## config.mk

```make
export PLATFORM = sky130hd
export DESIGN_NAME = transform_sequencer
export DESIGN_NICKNAME = d
export VERILOG_FILES = /design/src/rtl/transform_pkg.sv /design/src/rtl/transform_const_table.sv /design/src/rtl/transform_sequencer.sv
export SDC_FILE = /design/constraint.sdc
export NUM_CORES = 1
export LEC_CHECK = 0
export ABC_AREA = 1
export BUFFER_PORTS_ARGS = -buffer_cell sky130_fd_sc_hd__buf_2
export CORE_ASPECT_RATIO = 0.5
export CORE_UTILIZATION = 28
export DETAILED_ROUTE_END_ITERATION = 10
export GPL_TIMING_DRIVEN = 0
export SLEW_MARGIN = 20
export SYNTH_ARGS = -nofsm -noshare
export SYNTH_HDL_FRONTEND = slang
export SYNTH_SLANG_ARGS = --single-unit
export TNS_END_PERCENT = 30
```

## constraint.sdc

```tcl
create_clock -name clk -period 3.8 [get_ports clk]
set_input_delay 1.14 -clock clk [delete_from_list [all_inputs] [get_ports clk]]
set_output_delay 1.14 -clock clk [all_outputs]
set_load 0.1 [all_outputs]
```

## src/rtl/transform_pkg.sv

```systemverilog
// Shared types for the FFT/NTT transform sequencer: FSM states, unit
// configuration bundle and default widths.
package transform_pkg;

  localparam int DEF_M        = 17;
  localparam int DEF_K_BITS   = 4;
  localparam int DEF_SEL_BITS = 3;

  typedef enum logic [2:0] {
    ST_IDLE,
    ST_SETUP,
    ST_RUN,
    ST_DRAIN,
    ST_FINISH,
    ST_ABORT
  } state_e;

  typedef struct packed {
    logic                    is_fft;
    logic                    is_dif;
    logic [DEF_K_BITS-1:0]   k;
    logic [DEF_M-1:0]        qm;
    logic [DEF_SEL_BITS-1:0] sel;
  } xf_cfg_t;

endpackage

```

## src/rtl/transform_const_table.sv

```systemverilog
// Per-limb constant register file: synchronous write, enabled registered read.
// A same-cycle write and read of one address returns the previous contents.
module transform_const_table
  import transform_pkg::*;
#(
  parameter int W = DEF_M + DEF_SEL_BITS,
  parameter int A = DEF_K_BITS
) (
  input  logic         clk,
  input  logic         rst,
  input  logic         we,
  input  logic [A-1:0] waddr,
  input  logic [W-1:0] wdata,
  input  logic         re,
  input  logic [A-1:0] raddr,
  output logic [W-1:0] rdata
);

  logic [W-1:0] mem_q [2**A];
  logic [W-1:0] rdata_q;

  always_ff @(posedge clk) begin
    if (we) mem_q[waddr] <= wdata;
  end

  // Only the read register is reset; the table contents persist.
  always_ff @(posedge clk) begin
    if (rst)     rdata_q <= '0;
    else if (re) rdata_q <= mem_q[raddr];
  end

  assign rdata = rdata_q;

endmodule

```

## src/rtl/transform_sequencer.sv

```systemverilog
// Sequences the unified FFT/NTT unit over RNS limbs: loads per-limb constants,
// holds/releases the unit's run reset and returns BRAM ownership to the host.
module transform_sequencer
  import transform_pkg::*;
#(
  parameter int M            = DEF_M,
  parameter int K_BITS       = DEF_K_BITS,
  parameter int SEL_BITS     = DEF_SEL_BITS,
  parameter int SETUP_CYCLES = 4,
  parameter int GAP_CYCLES   = 2,
  parameter int TIMEOUT      = 1 << 20
) (
  input  logic                clk,
  input  logic                rst,
  input  logic                cmd_valid,
  output logic                cmd_ready,
  input  logic                cmd_is_fft,
  input  logic                cmd_forward,
  input  logic [K_BITS-1:0]   cmd_k_start,
  input  logic [K_BITS-1:0]   cmd_num_limbs,
  input  logic                cfg_we,
  input  logic [K_BITS-1:0]   cfg_addr,
  input  logic [M-1:0]        cfg_qm,
  input  logic [SEL_BITS-1:0] cfg_sel,
  output logic                xf_rst,
  output logic                xf_is_fft,
  output logic                xf_is_dif,
  output logic [K_BITS-1:0]   xf_current_k,
  output logic [M-1:0]        xf_qm,
  output logic [SEL_BITS-1:0] xf_constants_sel,
  input  logic                xf_done,
  output logic                bram_host,
  output logic                busy,
  output logic                limb_done,
  output logic                job_done,
  output logic                err_timeout,
  output state_e              dbg_state
);

  localparam int CNT_W = $clog2(TIMEOUT + 1);

  state_e                 state_q, state_d;
  logic [CNT_W-1:0]       cnt_q, cnt_d;
  logic [K_BITS-1:0]      remaining_q, remaining_d;
  logic [K_BITS-1:0]      k_q, k_d;
  logic                   is_fft_q, is_fft_d;
  logic                   is_dif_q, is_dif_d;
  logic                   armed_q, armed_d;
  logic                   limb_done_q, limb_done_d;
  logic                   load_cfg;
  logic [M+SEL_BITS-1:0]  tbl_rdata;
  xf_cfg_t                cfg;

  // The table read register doubles as the qm/sel config register, so it is
  // loaded on the same edge as k/is_fft/is_dif (the SETUP entry edge).
  transform_const_table #(
    .W (M + SEL_BITS),
    .A (K_BITS)
  ) u_table (
    .clk   (clk),
    .rst   (rst),
    .we    (cfg_we),
    .waddr (cfg_addr),
    .wdata ({cfg_qm, cfg_sel}),
    .re    (load_cfg),
    .raddr (k_d),
    .rdata (tbl_rdata)
  );

  always_comb begin
    state_d     = state_q;
    cnt_d       = cnt_q;
    remaining_d = remaining_q;
    k_d         = k_q;
    is_fft_d    = is_fft_q;
    is_dif_d    = is_dif_q;
    armed_d     = 1'b0;
    limb_done_d = 1'b0;
    load_cfg    = 1'b0;
    case (state_q)
      // Command handshake: a transfer happens on any cycle where cmd_valid
      // and cmd_ready are both high; cmd_ready is high exactly in IDLE.
      ST_IDLE: begin
        if (cmd_valid) begin
          state_d     = ST_SETUP;
          cnt_d       = '0;
          k_d         = cmd_k_start;
          is_fft_d    = cmd_is_fft;
          is_dif_d    = cmd_is_fft ? cmd_forward : ~cmd_forward;
          remaining_d = (cmd_is_fft || cmd_num_limbs == '0) ? K_BITS'(1) : cmd_num_limbs;
          load_cfg    = 1'b1;
        end
      end
      ST_SETUP: begin
        if (cnt_q == CNT_W'(SETUP_CYCLES - 1)) begin
          state_d = ST_RUN;
          cnt_d   = '0;
        end else begin
          cnt_d = cnt_q + CNT_W'(1);
        end
      end
      ST_RUN: begin
        // done is accepted only after it has been seen low in this RUN.
        armed_d = armed_q | ~xf_done;
        if (xf_done && armed_q) begin
          state_d     = ST_DRAIN;
          cnt_d       = '0;
          limb_done_d = 1'b1;
        end else if (cnt_q == CNT_W'(TIMEOUT - 1)) begin
          state_d = ST_ABORT;
          cnt_d   = '0;
        end else begin
          cnt_d = cnt_q + CNT_W'(1);
        end
      end
      ST_DRAIN: begin
        if (cnt_q == CNT_W'(GAP_CYCLES - 1)) begin
          cnt_d       = '0;
          remaining_d = remaining_q - K_BITS'(1);
          if (remaining_q > K_BITS'(1)) begin
            state_d  = ST_SETUP;
            k_d      = k_q + K_BITS'(1);
            load_cfg = 1'b1;
          end else begin
            state_d = ST_FINISH;
          end
        end else begin
          cnt_d = cnt_q + CNT_W'(1);
        end
      end
      ST_FINISH: state_d = ST_IDLE;
      ST_ABORT:  state_d = ST_IDLE;
      default:   state_d = ST_IDLE;
    endcase
  end

  always_ff @(posedge clk) begin
    if (rst) begin
      state_q     <= ST_IDLE;
      cnt_q       <= '0;
      remaining_q <= '0;
      k_q         <= '0;
      is_fft_q    <= 1'b0;
      is_dif_q    <= 1'b0;
      armed_q     <= 1'b0;
      limb_done_q <= 1'b0;
    end else begin
      state_q     <= state_d;
      cnt_q       <= cnt_d;
      remaining_q <= remaining_d;
      k_q         <= k_d;
      is_fft_q    <= is_fft_d;
      is_dif_q    <= is_dif_d;
      armed_q     <= armed_d;
      limb_done_q <= limb_done_d;
    end
  end

  always_comb begin
    cfg.is_fft = is_fft_q;
    cfg.is_dif = is_dif_q;
    cfg.k      = k_q;
    cfg.qm     = tbl_rdata[M+SEL_BITS-1:SEL_BITS];
    cfg.sel    = tbl_rdata[SEL_BITS-1:0];
  end

  assign xf_is_fft        = cfg.is_fft;
  assign xf_is_dif        = cfg.is_dif;
  assign xf_current_k     = cfg.k;
  assign xf_qm            = cfg.qm;
  assign xf_constants_sel = cfg.sel;

  assign cmd_ready   = (state_q == ST_IDLE);
  assign xf_rst      = (state_q != ST_RUN);
  assign bram_host   = (state_q == ST_IDLE) || (state_q == ST_FINISH) || (state_q == ST_ABORT);
  assign busy        = (state_q == ST_SETUP) || (state_q == ST_RUN) || (state_q == ST_DRAIN);
  assign limb_done   = limb_done_q;
  assign job_done    = (state_q == ST_FINISH);
  assign err_timeout = (state_q == ST_ABORT);
  assign dbg_state   = state_q;

endmodule
```

---- Word level (Yosys, flattened, before mapping) ----
Memories as Yosys holds them, arrays and structs flattened. A register that Yosys moved wholly into a read port is not among the register bits.
Index checks and enable logic that the tools add are counted.
storage, ports and cells
  word-level logic and storage cells ...... 74
  memory bits (writable) .................. 320
  input port bits ......................... 39
  output and inout bits ................... 36
  memories kept ........................... 1
  register bits after elaboration ......... 36
operators by class
  $lt $le $gt $ge ......................... 1
  multiplexer cells ....................... 29
  reduce and logical (&&, ||, !) cells .... 15
  eq/ne operators ......................... 13
  $add $sub $neg .......................... 3
  bitwise gates (word level) .............. 4
memory list
  name           words  width  rd ports  clocked after Yosys merged registers in  write ports  RTL line                     RTL
  u_table.mem_q  16     20     1         1                                        1            transform_const_table.sv:19  logic [W-1:0] mem_q [2**A];
operators by type and width
  operator                                             count
  two-way mux 21 bit                                   5
  one-hot mux 21 bit (4 select lines)                  1
  two-way mux 4 bit                                    6
  adder 21 x 1 -> 21 bit (second input constant)       1
  == test 21 x 1 -> 1 bit (second input constant)      1
  == test 21 x 2 -> 1 bit (second input constant)      1
  == test 21 x 20 -> 1 bit (second input constant)     1
  two-way mux 3 bit                                    6
  one-hot mux 4 bit (2 select lines)                   2
  one-hot mux 3 bit (4 select lines)                   1
  two-way mux 1 bit                                    7
  == test 3 x 2 -> 1 bit (second input constant)       2
  == test 3 bit (second input constant)                2
  inequality test 2 bit (second input constant)        3
  logical OR 1 bit                                     5
  adder 4 x 1 -> 4 bit (second input constant)         1
  > comparator 4 x 1 -> 1 bit (second input constant)  1
  logical NOT 4 bit                                    1
  AND reduction 2 bit                                  2
  AND reduction 4 bit                                  1
  nonzero test 4 bit                                   1
  subtractor 4 x 1 -> 4 bit (second input constant)    1
  == test 3 x 1 -> 1 bit (second input constant)       1
  logical NOT 3 bit                                    1
  other kinds (9)                                      11

---- Depth between registers and ports, before layout ----
Gate-level depths: netlist of the first run.
  word-level depth ........................ 5
  mapped depth ............................ 17
  depth with buffers taken out ............ 16

---- By module ----
Synthesis of the first run repeated with hierarchy kept, for this count alone.
second synthesis, totals
  cells, all modules ...................... 1607
  area total of the unflattened synthesis .. 16336.9 µm²
modules (own cells, without submodules)
  module                 cells an instance  area each (µm²)  seq. area each (µm²)  times used
  transform_const_table  1182               13633.1          10009.6               1
  transform_sequencer    425                2703.8           720.7                 1

---- Worst setup path before layout of the first run ----
OpenSTA, ideal clock, no wires.
  path type ............................... register to output
  start point ............................. register state_q[2], in the netlist dbg_state[2]
  end point ............................... output err_timeout
  buffers on the path ..................... 0
  slack ................................... -0.592 ns
  arrival ................................. 3.252 ns
  cell stages (with the launch flop) ...... 3
  required time ........................... 2.660 ns
  cells stage by stage .................... dfxtp_1 -> inv_2 -> nor3_1
between the ends
  longest elaborated chain between the ends .. 1
RTL lines
  what                      RTL line                    RTL
  start: declaration        transform_sequencer.sv:42   state_e state_q, state_d;
  start signal: assignment  transform_sequencer.sv:148  state_q <= state_d;
  == test 3 bit             transform_sequencer.sv:179  assign err_timeout = (state_q == ST_ABORT);
  end: declaration          transform_sequencer.sv:36   output logic err_timeout,
Every way passes these cells.

---- Worst setup path after layout of the first run ----
  start point ............................. register remaining_q[0]
  end point ............................... register u_table.rdata_q[19], in the netlist u_table.rdata[19] (read register of u_table.mem_q)
between the ends
  longest elaborated chain between the ends .. 4
  elaborated cells between the ends (all ways) .. 7
  those cells by class .................... 1 x order compare; 6 x mux
RTL lines
  what                                                                                      RTL line                     RTL
  start: declaration                                                                        transform_sequencer.sv:44    logic [K_BITS-1:0] remaining_q, remaining_d;
  start signal: assignment                                                                  transform_sequencer.sv:150   remaining_q <= remaining_d;
  > comparator 4 x 1 -> 1 bit *                                                             transform_sequencer.sv:120   if (remaining_q > K_BITS'(1)) begin
  two-way mux 4 bit or two-way mux 1 bit (tied branches)                                    transform_sequencer.sv:120
  two-way mux 4 bit or two-way mux 1 bit (tied branches)                                    transform_sequencer.sv:117   if (cnt_q == CNT_W'(GAP_CYCLES - 1)) begin
  one-hot mux 4 bit (2 select lines) or one-hot mux 1 bit (2 select lines) (tied branches)  transform_sequencer.sv:80    case (state_q)
  end: declaration                                                                          transform_const_table.sv:20  logic [W-1:0] rdata_q;
Mark *: on every way between the ends. The rest lies on a longest branch, timed or not.
A chain may end at the register's enable or synchronous reset.

==> metrics.md, run 1 <==
| Metric | Value |
|---|---|
| Run status | `finished, final reports clean` |
| Setup crit end kind | `flip-flop` |
| Placer congestion estimate | `0.916` |
| Post-placement cell count | `2730` |
| Ys flop type | `edfxtp_1` |
| Setup violators final | `0` |
| # diodes | `0` |
| Synth Net Count | `1870` |
| Final Max Slew Viols | `0` |
| Skew final | `0.0340 ns` |
| Area after DPL | `0.0190 mm2` |
| Routed Antenna Nets | `0` |
| Arrival time at the worst endpoint | `3.76 ns` |
| Later-pin clock latency in the skew report | `0.55 ns` |
| Wirelength per Cell | `16.9 um` |
| Gates resized, CTS repair | `0` |
| Largest net degree at the start of global routing | `21` |
| IO Count | `75` |
| Ys Warns | `0` |
| Number of flops mapped to enable cells by yosys | `320` |
| Initial core utilization | `28.4%` |
| Die Wd | `355 um` |
| PortBufs | `74` |
| 1st-pass router iterations | `8` |
| Setup repair bufs after CTS | `0` |
| Worst Hold Class | `flip-flop to flip-flop` |
| Die height | `178 um` |
| CTS tree | `done` |
| Clock tree buffer depth | `3` |
| Core Area | `0.0613 mm2` |
| Total Power Consumption | `13.5 mW` |
| Fin util | `33.1%` |
| Total Routing Usage GR | `14.9%` |
| RSZ-0062 raised after global routing | `false` |
| Num CTS Buffers | `39` |
| Clock transition at path regs | `0.06 ns` |
| Worst Path Max Fanout | `10` |
| Final min period | `3.33 ns` |
| Power density over cell area | `665 mW/mm2` |
| Final #Nets | `1990` |
| 1st-iter DRT viols | `1161` |
| CTS Root Cell | `clkbuf_16` |
| Synth Cell Area | `0.0174 mm2` |
| Synth-to-layout area growth | `16.4%` |
| Hold buffer count at CTS | `0` |
| Max_slew headroom | `48.6%` |
| Non-Filler Instances | `2801` |
| Netlist cell types | `39` |
| Max VDD drop | `0.000418 V` |
| Post-route cell area | `0.0203 mm2` |
| Row Count | `64` |
| First-pass GRT wire length | `72300 um` |
| Post-DP HPWL | `31900 um` |
| Final worst path period share | `87.6%` |
| Die area | `0.0633 mm2` |
| Startpoint type of the worst setup path | `flip-flop` |
| Grt total ovfl | `0` |
| Post-Syn Area per Cell | `9.54 um2` |
| Vias in the first global route | `12500` |
| Final Hold Viols | `0` |
| Final WL | `47400 um` |
| H-tree Lvls | `2` |
| CP Class | `flip-flop to flip-flop` |
| #FFs+latches synth | `376` |
| Share of layout cells above drive strength 1 | `11.0%` |
| Leak pwr | `8.64 nW` |
| Worst EP required | `4.23 ns` |
| Fillers | `6221` |
| Register area share after synthesis | `61.6%` |
| Fraction of registers with async set/reset | `0%` |
| Vias per cell | `4.72` |
| Mapped Cells | `1826` |
| Clock Sinks | `376` |
| Residual DRC count | `0` |
| Total number of vias | `13200` |
| Max-capacitance violation count | `0` |
| Initial antenna violation count | `1` |
| Least-Margin Pin Slew | `0.768 ns` |
| Max Clk Rate | `300 MHz` |
per-stage QoR:
stage	worst slack (ns)	hold WS [ns]	setup TNS [ns]
2_1_floorplan	-0.566	0.434	-0.566
3_3_place_gp	0.226	0.445	0
3_5_place_dp	0.214	0.456	0
4_1_cts	0.462	0.465	0
5_1_grt	0.136	0.500	0
6_report	0.470	0.462	0
layer usage:
metal	vias to the layer above	share of wire, %	global-route usage [%]
met5	-	0.030	0
li1	6353	-	-
met4	2	2.3	4.18
met3	82	6.4	2.07
met1	6365	43	19.3
met2	432	48	25.9
power breakdown:
group | switching, mW | total (mW) | leakage [nW] | internal, mW
Sequential | 0.112 | 4.80 | 3.35 | 4.69
Combinational | 3.66 | 4.77 | 4.67 | 1.11
Clock | 1.63 | 3.91 | 0.622 | 2.28
path summary, 6_finish.rpt:
path,depth (start not counted),slack (ns),endpoint,from
worst max register to register,16,0.47,u_table.rdata[19],remaining_q[0]
worst max-delay path,16,0.47,u_table.rdata[19],remaining_q[0]
worst min-delay path,2,0.46,armed_q,armed_q
worst min register to register,2,0.46,armed_q,armed_q
critical path: stages (launching register included):
cell     delay, ns
dfxtp_1       0.35
inv_1         0.08
ha_1          0.23
nor2_1        0.10
nor2_1        0.08
nor2_1        0.21
nand4_2       0.19
nand3_2       0.37
buf_2         0.43
buf_2         0.28
nand4_1       0.19
nand3_1       0.15
nand3_1       0.09
nand3_1       0.11
nand3_1       0.16
nand2_1       0.11
inv_1         0.04
sequential cells by signal, indices dropped and copies added, names as in the netlist:
signal and cells:
xf_is_dif 1, dbg_state 3, remaining_q 4, limb_done 1
u_table.rdata 20, u_table.mem_q 320, xf_current_k 4, xf_is_fft 1
armed_q 1, cnt_q 21
area by class of cell:
cell class	instances	area, um2	area share (%)
clock buffers	50	1040	5.12
inverters	415	1560	7.68
well taps	825	1030	5.09
clock inverters	21	246	1.22
plain buffers	108	492	2.43
repair buffers	79	438	2.16
multi-input cells	927	4740	23.4
flip-flops and latches	376	10700	52.9
layout by cell type, fill, tap and decap left out, types with 3 or more instances in the layout:
| cell type | count |
|---|---|
| buf_1 | 8 |
| clkinv_1 | 8 |
| nor2_4 | 11 |
| dfxtp_1 | 56 |
| clkbuf_1 | 62 |
| o22ai_1 | 4 |
| nand3_1 | 319 |
| buf_2 | 110 |
| buf_8 | 3 |
| inv_1 | 405 |
| nand3_2 | 3 |
| clkinv_2 | 4 |
| inv_2 | 10 |
| o21ai_0 | 34 |
| buf_4 | 11 |
| nor3_1 | 9 |
| xor2_1 | 15 |
| nor2_2 | 9 |
| o21ai_1 | 4 |
| clkbuf_16 | 39 |
| edfxtp_1 | 320 |
| nor2_1 | 48 |
| nand2_1 | 257 |
| ha_1 | 5 |
| a211oi_1 | 3 |
| bufinv_16 | 5 |
| nand4_1 | 164 |
| nor4_1 | 3 |
| a31oi_1 | 4 |
| a21oi_1 | 16 |
synth_stat cells, drive strengths merged (2+ instances only):
| master | n | area share [%] |
|---|---|---|
| nand2 | 259 | 5.6 |
| a31oi | 4 | 0.14 |
| nor4 | 3 | 0.11 |
| a21oi | 16 | 0.46 |
| nand3b | 2 | 0.086 |
| o21bai | 2 | 0.086 |
| nand3 | 322 | 9.3 |
| nor3 | 10 | 0.29 |
| nor2 | 68 | 1.5 |
| o21ai | 38 | 1.1 |
| o22ai | 4 | 0.14 |
| clkbuf | 53 | 1.1 |
| inv | 415 | 8.9 |
| xor2 | 15 | 0.75 |
| edfxtp | 320 | 55 |
| o211ai | 2 | 0.086 |
| dfxtp | 56 | 6.4 |
| nand4 | 165 | 6.0 |
| buf | 55 | 1.7 |
| ha | 5 | 0.36 |
| a211oi | 3 | 0.13 |
cells by family (layout without fill, tap and decap cells):
group | Yosys count | in the layout | synth area share (%)
buf+inv | 523 | 673 | 11.8
simple gates | 830 | 830 | 23.0
flops | 376 | 376 | 61.6
fa+ha+maj | 5 | 5 | 0.359
xor+xnor | 16 | 16 | 0.805
compound gates | 76 | 76 | 2.49
(Power assumes the default switching activity.)
==> run 2: changes to the inputs <==
Settings changed: CELL_PAD_IN_SITES_DETAIL_PLACEMENT from default to 0, CELL_PAD_IN_SITES_GLOBAL_PLACEMENT from default to 2, PLACE_DENSITY_LB_ADDON from default to 0.1.
==> run 2 against run 1 <==
- clock power shrank 1%
- power shrank 0.47%
- wire length grew 15%
- combinational power is essentially flat
- clock-buffer cell count grew 4
- critical path depth is the same
- first-iteration DRC count shrank 27%
- worst setup slack lost 0.18 ns
- sequential power is essentially flat
==> metrics.md, run 2 (synthesis gave the netlist of run 1 again) <==
| Metric | Value |
|---|---|
| CP Class | `flip-flop to flip-flop` |
| Placer congestion estimate | `0.747` |
| Vias per cell | `4.55` |
| Non-Filler Instances | `2804` |
| Gates resized, CTS repair | `0` |
| Final #Nets | `1992` |
| Worst Hold Class | `flip-flop to flip-flop` |
| Setup_tns | `0 ns` |
| Run status | `finished, final reports clean` |
| Power density over cell area | `662 mW/mm2` |
| 1st-iter DRT viols | `847` |
| Setup crit end kind | `flip-flop` |
| Commonest non-fill, non-tap cell in the layout | `inv_1` |
| Initial core utilization | `28.4%` |
| Final worst path period share | `92.3%` |
| Skew final | `0.0117 ns` |
| Max Clk Rate | `285 MHz` |
| Fillers | `6396` |
| Die area | `0.0633 mm2` |
| Max-capacitance violation count | `0` |
| Routed Antenna Nets | `0` |
| CTS tree | `done` |
| Row Count | `64` |
| Worst EP required | `4.25 ns` |
| Total number of vias | `12800` |
| Arrival time at the worst endpoint | `3.96 ns` |
| Clock tree buffer depth | `3` |
| H-tree Lvls | `2` |
| Final WL | `54500 um` |
| Initial antenna violation count | `0` |
| Wirelength per Cell | `19.4 um` |
| Leak pwr | `8.64 nW` |
| Total Power Consumption | `13.4 mW` |
| Startpoint type of the worst setup path | `flip-flop` |
| Max reg flops | `320` |
| 1st-pass router iterations | `4` |
| Max_slew headroom | `43.0%` |
| Clock transition at path regs | `0.06 ns` |
| Later-pin clock latency in the skew report | `0.55 ns` |
| Share of layout cells above drive strength 1 | `10.9%` |
| Vias in the first global route | `12600` |
| RSZ-0062 raised after global routing | `false` |
| Fin util | `33.1%` |
| Final min period | `3.51 ns` |
| Clock Sinks | `376` |
| Setup repair bufs after CTS | `0` |
| Grt total ovfl | `0` |
| Setup violators final | `0` |
| Worst Path Max Fanout | `10` |
| Least-Margin Pin Slew | `0.851 ns` |
| Synth-to-layout area growth | `16.4%` |
| CTS Root Cell | `clkbuf_16` |
| Core Area | `0.0613 mm2` |
| Fin Hold WS | `0.457 ns` |
| Total Routing Usage GR | `17.5%` |
| Final Max Slew Viols | `0` |
| Residual DRC count | `0` |
| Post-placement cell count | `2730` |
| IO Count | `75` |
| Die Wd | `355 um` |
| First-pass GRT wire length | `82300 um` |
| Most flop-heavy register | `u_table.mem_q` |
| Final Hold Viols | `0` |
| Post-DP HPWL | `38500 um` |
| Largest net degree at the start of global routing | `21` |
| Hold buffer count at CTS | `0` |
| Num CTS Buffers | `41` |
| R2R setup slack | `0.29 ns` |
| Max VDD drop | `0.000628 V` |
| Most frequent cells in the layout | `inv_1, edfxtp_1, nand3_1, nand2_1, nand4_1` |
| Die height | `178 um` |
| Area of the multi-input gates | `0.00476 mm2` |
| PortBufs | `74` |
| Storage element area | `0.0107 mm2` |
-- run 2: cell count changes in the layout (fill, tap and decap cells not counted), sizes merged --
cell / before / now
clkbuf: 103 / 106
clkdlybuf4s15: 0 / 1
clkinvlp: 1 / 0
diode: 0 / 1
bufinv: 5 / 1
inv: 415 / 416
clkinv: 15 / 17
-- run 2: stage by stage --
step           cell area (um2)  setup WS, ns
2_1_floorplan            17400        -0.566
3_3_place_gp             18800        -0.130
3_5_place_dp             19000        -0.143
4_1_cts                  20300         0.129
5_1_grt                  20300       0.00261
6_report                 20300         0.291
-- run 2: power breakdown --
group	total [mW]	switching [mW]	internal, mW
Sequential	4.83	0.142	4.69
Combinational	4.74	3.62	1.11
Clock	3.86	1.72	2.13
-- run 2: layout make-up --
type,instances,share of cell area (%)
antenna,1,0.0123
buffer,108,2.46
clock buffer,54,5.51
clock inverter,19,0.549
inverter,415,7.68
multi-input combinational,927,23.5
sequential,376,52.9
tap,825,5.09
timing repair buffer,79,2.31
-- run 2: final timing paths --
path,from,endpoint,depth (start not counted)
max,remaining_q[0],u_table.rdata[5],16
min,armed_q,armed_q,2
max reg2reg,remaining_q[0],u_table.rdata[5],16
min reg2reg,armed_q,armed_q,2
-- run 2: metal layers --
metal | vias to the layer above | track usage [%] | part of all wire, %
met5 | - | 0 | 0
met4 | 0 | 3.38 | 1.5
met3 | 53 | 2.52 | 3.7
met2 | 207 | 27.8 | 45
met1 | 6119 | 25.4 | 50
li1 | 6374 | - | -
-- run 2: critical path, stage by stage, from the launching register on --
cell	delay, ns
dfxtp_1	0.33
inv_1	0.09
ha_1	0.19
nor2_1	0.06
nor2_1	0.28
inv_1	0.13
nand4_1	0.15
nor2_1	0.06
a21oi_1	0.11
nand2_1	0.31
inv_1	0.31
clkdlybuf4s15_1	0.70
nand3_1	0.22
nand3_1	0.15
nand3_1	0.16
nand2_1	0.11
inv_1	0.04
==> run 3: changes to the inputs <==
Settings changed: GPL_TIMING_DRIVEN 0 to default.
==> run 3 against run 2 <==
- cell area rose by 0.31%
- worst setup slack improved by 0.51 ns
- clock power rose by 2%
- core utilization rose by 0.10 points
- wire length rose by 5.1%
- maximum frequency rose by 17%
- critical path type is now flip-flop to output port
- largest power group unchanged
==> metrics.md, run 3 (synthesis gave the netlist of run 1 again) <==
| Metric | Value |
|---|---|
| Max stage delay on crit path | `0.49 ns` |
| Worst setup margin | `0.798 ns` |
| Metal-1 WL | `28800 um` |
| Hold buffer count at CTS | `0` |
| Fillers | `6316` |
| CTS tree | `done` |
| Share of layout cells above drive strength 1 | `11.4%` |
| Leak pwr | `8.65 nW` |
| Total Routing Usage GR | `18.3%` |
| Row Count | `64` |
| Synth-to-layout area growth | `16.8%` |
| First-pass GRT wire length | `85400 um` |
| Die Wd | `355 um` |
| IO Count | `75` |
| Wirelength per Cell | `20.9 um` |
| Routed Antenna Nets | `0` |
| Later-pin clock latency in the skew report | `0.57 ns` |
| Most used cell, CP | `inv_1` |
| Met2 wire length | `25800 um` |
| # diodes | `0` |
| Setup crit end kind | `output port` |
| Largest net degree at the start of global routing | `162` |
| PortBufs | `74` |
| Commonest non-fill, non-tap cell in the layout | `inv_1` |
| Skew final | `0.0215 ns` |
| 1st-pass router iterations | `5` |
| Setup repair bufs after CTS | `0` |
| Num CTS Buffers | `40` |
| Post-DP HPWL | `31300 um` |
| Arrival time at the worst endpoint | `1.86 ns` |
| Gates resized, CTS repair | `0` |
| Run status | `finished, final reports clean` |
| H-tree Lvls | `2` |
| Final #Nets | `1923` |
| Worst Hold Class | `flip-flop to flip-flop` |
| Least-Margin Pin Slew | `1.01 ns` |
| Max_slew headroom | `32.8%` |
| Core Area | `0.0613 mm2` |
| Startpoint type of the worst setup path | `flip-flop` |
| Placer congestion estimate | `0.730` |
| Final Max Slew Viols | `0` |
| Clock tree buffer depth | `3` |
| Die area | `0.0633 mm2` |
| Worst Path Max Fanout | `8` |
| Initial antenna violation count | `0` |
| Fin util | `33.2%` |
| Power density over cell area | `668 mW/mm2` |
| Setup violators final | `0` |
| Max-capacitance violation count | `0` |
| Max layer used | `met4` |
| Final Hold Viols | `0` |
| Setup Slack @ Placement | `0.697 ns` |
| Vias per cell | `4.65` |
| 1st-iter DRT viols | `863` |
| Clock transition at path regs | `0.06 ns` |
| Most frequent cells in the layout | `inv_1, edfxtp_1, nand3_1, nand2_1, nand4_1` |
| Max reg flops | `320` |
| Total number of vias | `12700` |
| Residual DRC count | `0` |
| Die height | `178 um` |
| Vias in the first global route | `12500` |
| Clock Sinks | `376` |
| Max VDD drop | `0.000612 V` |
| Max Clk Rate | `333 MHz` |
| Initial core utilization | `28.4%` |
| Final worst path period share | `79.0%` |
| Fin Hold WS | `0.463 ns` |
| Worst EP required | `2.66 ns` |
| Setup_tns | `0 ns` |
| Final WL | `57300 um` |
| WL met3 | `1850 um` |
| Cells traversed along the worst timing path | `inv_1, nor3_1, inv_1, buf_2` |
| Most flop-heavy register | `u_table.mem_q` |
| Final min period | `3.00 ns` |
| Grt total ovfl | `0` |
| RSZ-0062 raised after global routing | `false` |
| CTS Root Cell | `clkbuf_16` |
| CP Class | `flip-flop to output port` |
| Critical path's slowest cell | `dfxtp_1` |
==> run 3: cell types whose count changed in the layout (fill, tap and decap cells not counted), sizes merged <==
cell / previous run / this run
clkbuf: 106 / 61
buf: 134 / 119
clkinv: 17 / 11
bufinv: 1 / 2
clkdlybuf4s15: 1 / 0
diode: 1 / 0
inv: 416 / 415
==> run 3: path summary, 6_finish.rpt <==
kind	slack, ns	startpoint	end	cells past startpoint
max	0.80	dbg_state[1]	xf_rst	4
min	0.46	armed_q	armed_q	2
max reg2reg	0.82	remaining_q[0]	u_table.rdata[8]	16
min reg2reg	0.46	armed_q	armed_q	2
==> run 3: power breakdown <==
part           switching (mW)  internal, mW  total [mW]
Clock                    1.72          2.21        3.93
Combinational            3.61          1.20        4.80
Sequential              0.174          4.69        4.87
Total                    5.50          8.10        13.6
==> run 3: metal layers <==
metal,up-vias,global-route usage [%]
met4,0,3.43
met5,-,0
met2,156,29.3
met3,57,2.59
li1,6236,-
met1,6286,26.4
==> run 3: final cells by class <==
class / count / area, um2 / share of cell area (%)
Clock inverter: 13 / 148 / 0.726
Multi-Input combinational cell: 927 / 4820 / 23.7
Inverter: 415 / 1560 / 7.66
Tap cell: 825 / 1030 / 5.07
Timing Repair Buffer: 119 / 921 / 4.53
Sequential cell: 376 / 10700 / 52.7
Clock buffer: 61 / 1130 / 5.56
==> run 3: stage by stage <==
step	instances	cell area, um2	power (mW)
floorplan	1826	17400	8.18
detailed placement	2662	19100	9.85
global route	2736	20300	14.4
global placement	2662	19100	9.88
finish	2736	20300	13.6
CTS	2736	20300	13.8
==> run 3: worst max-delay path, delay by kind of cell (launching register included) <==
family | cells | cell delay, ns
buffers and inverters | 3 | 0.56
flip-flops | 1 | 0.49
AND/OR/NAND/NOR | 1 | 0.26
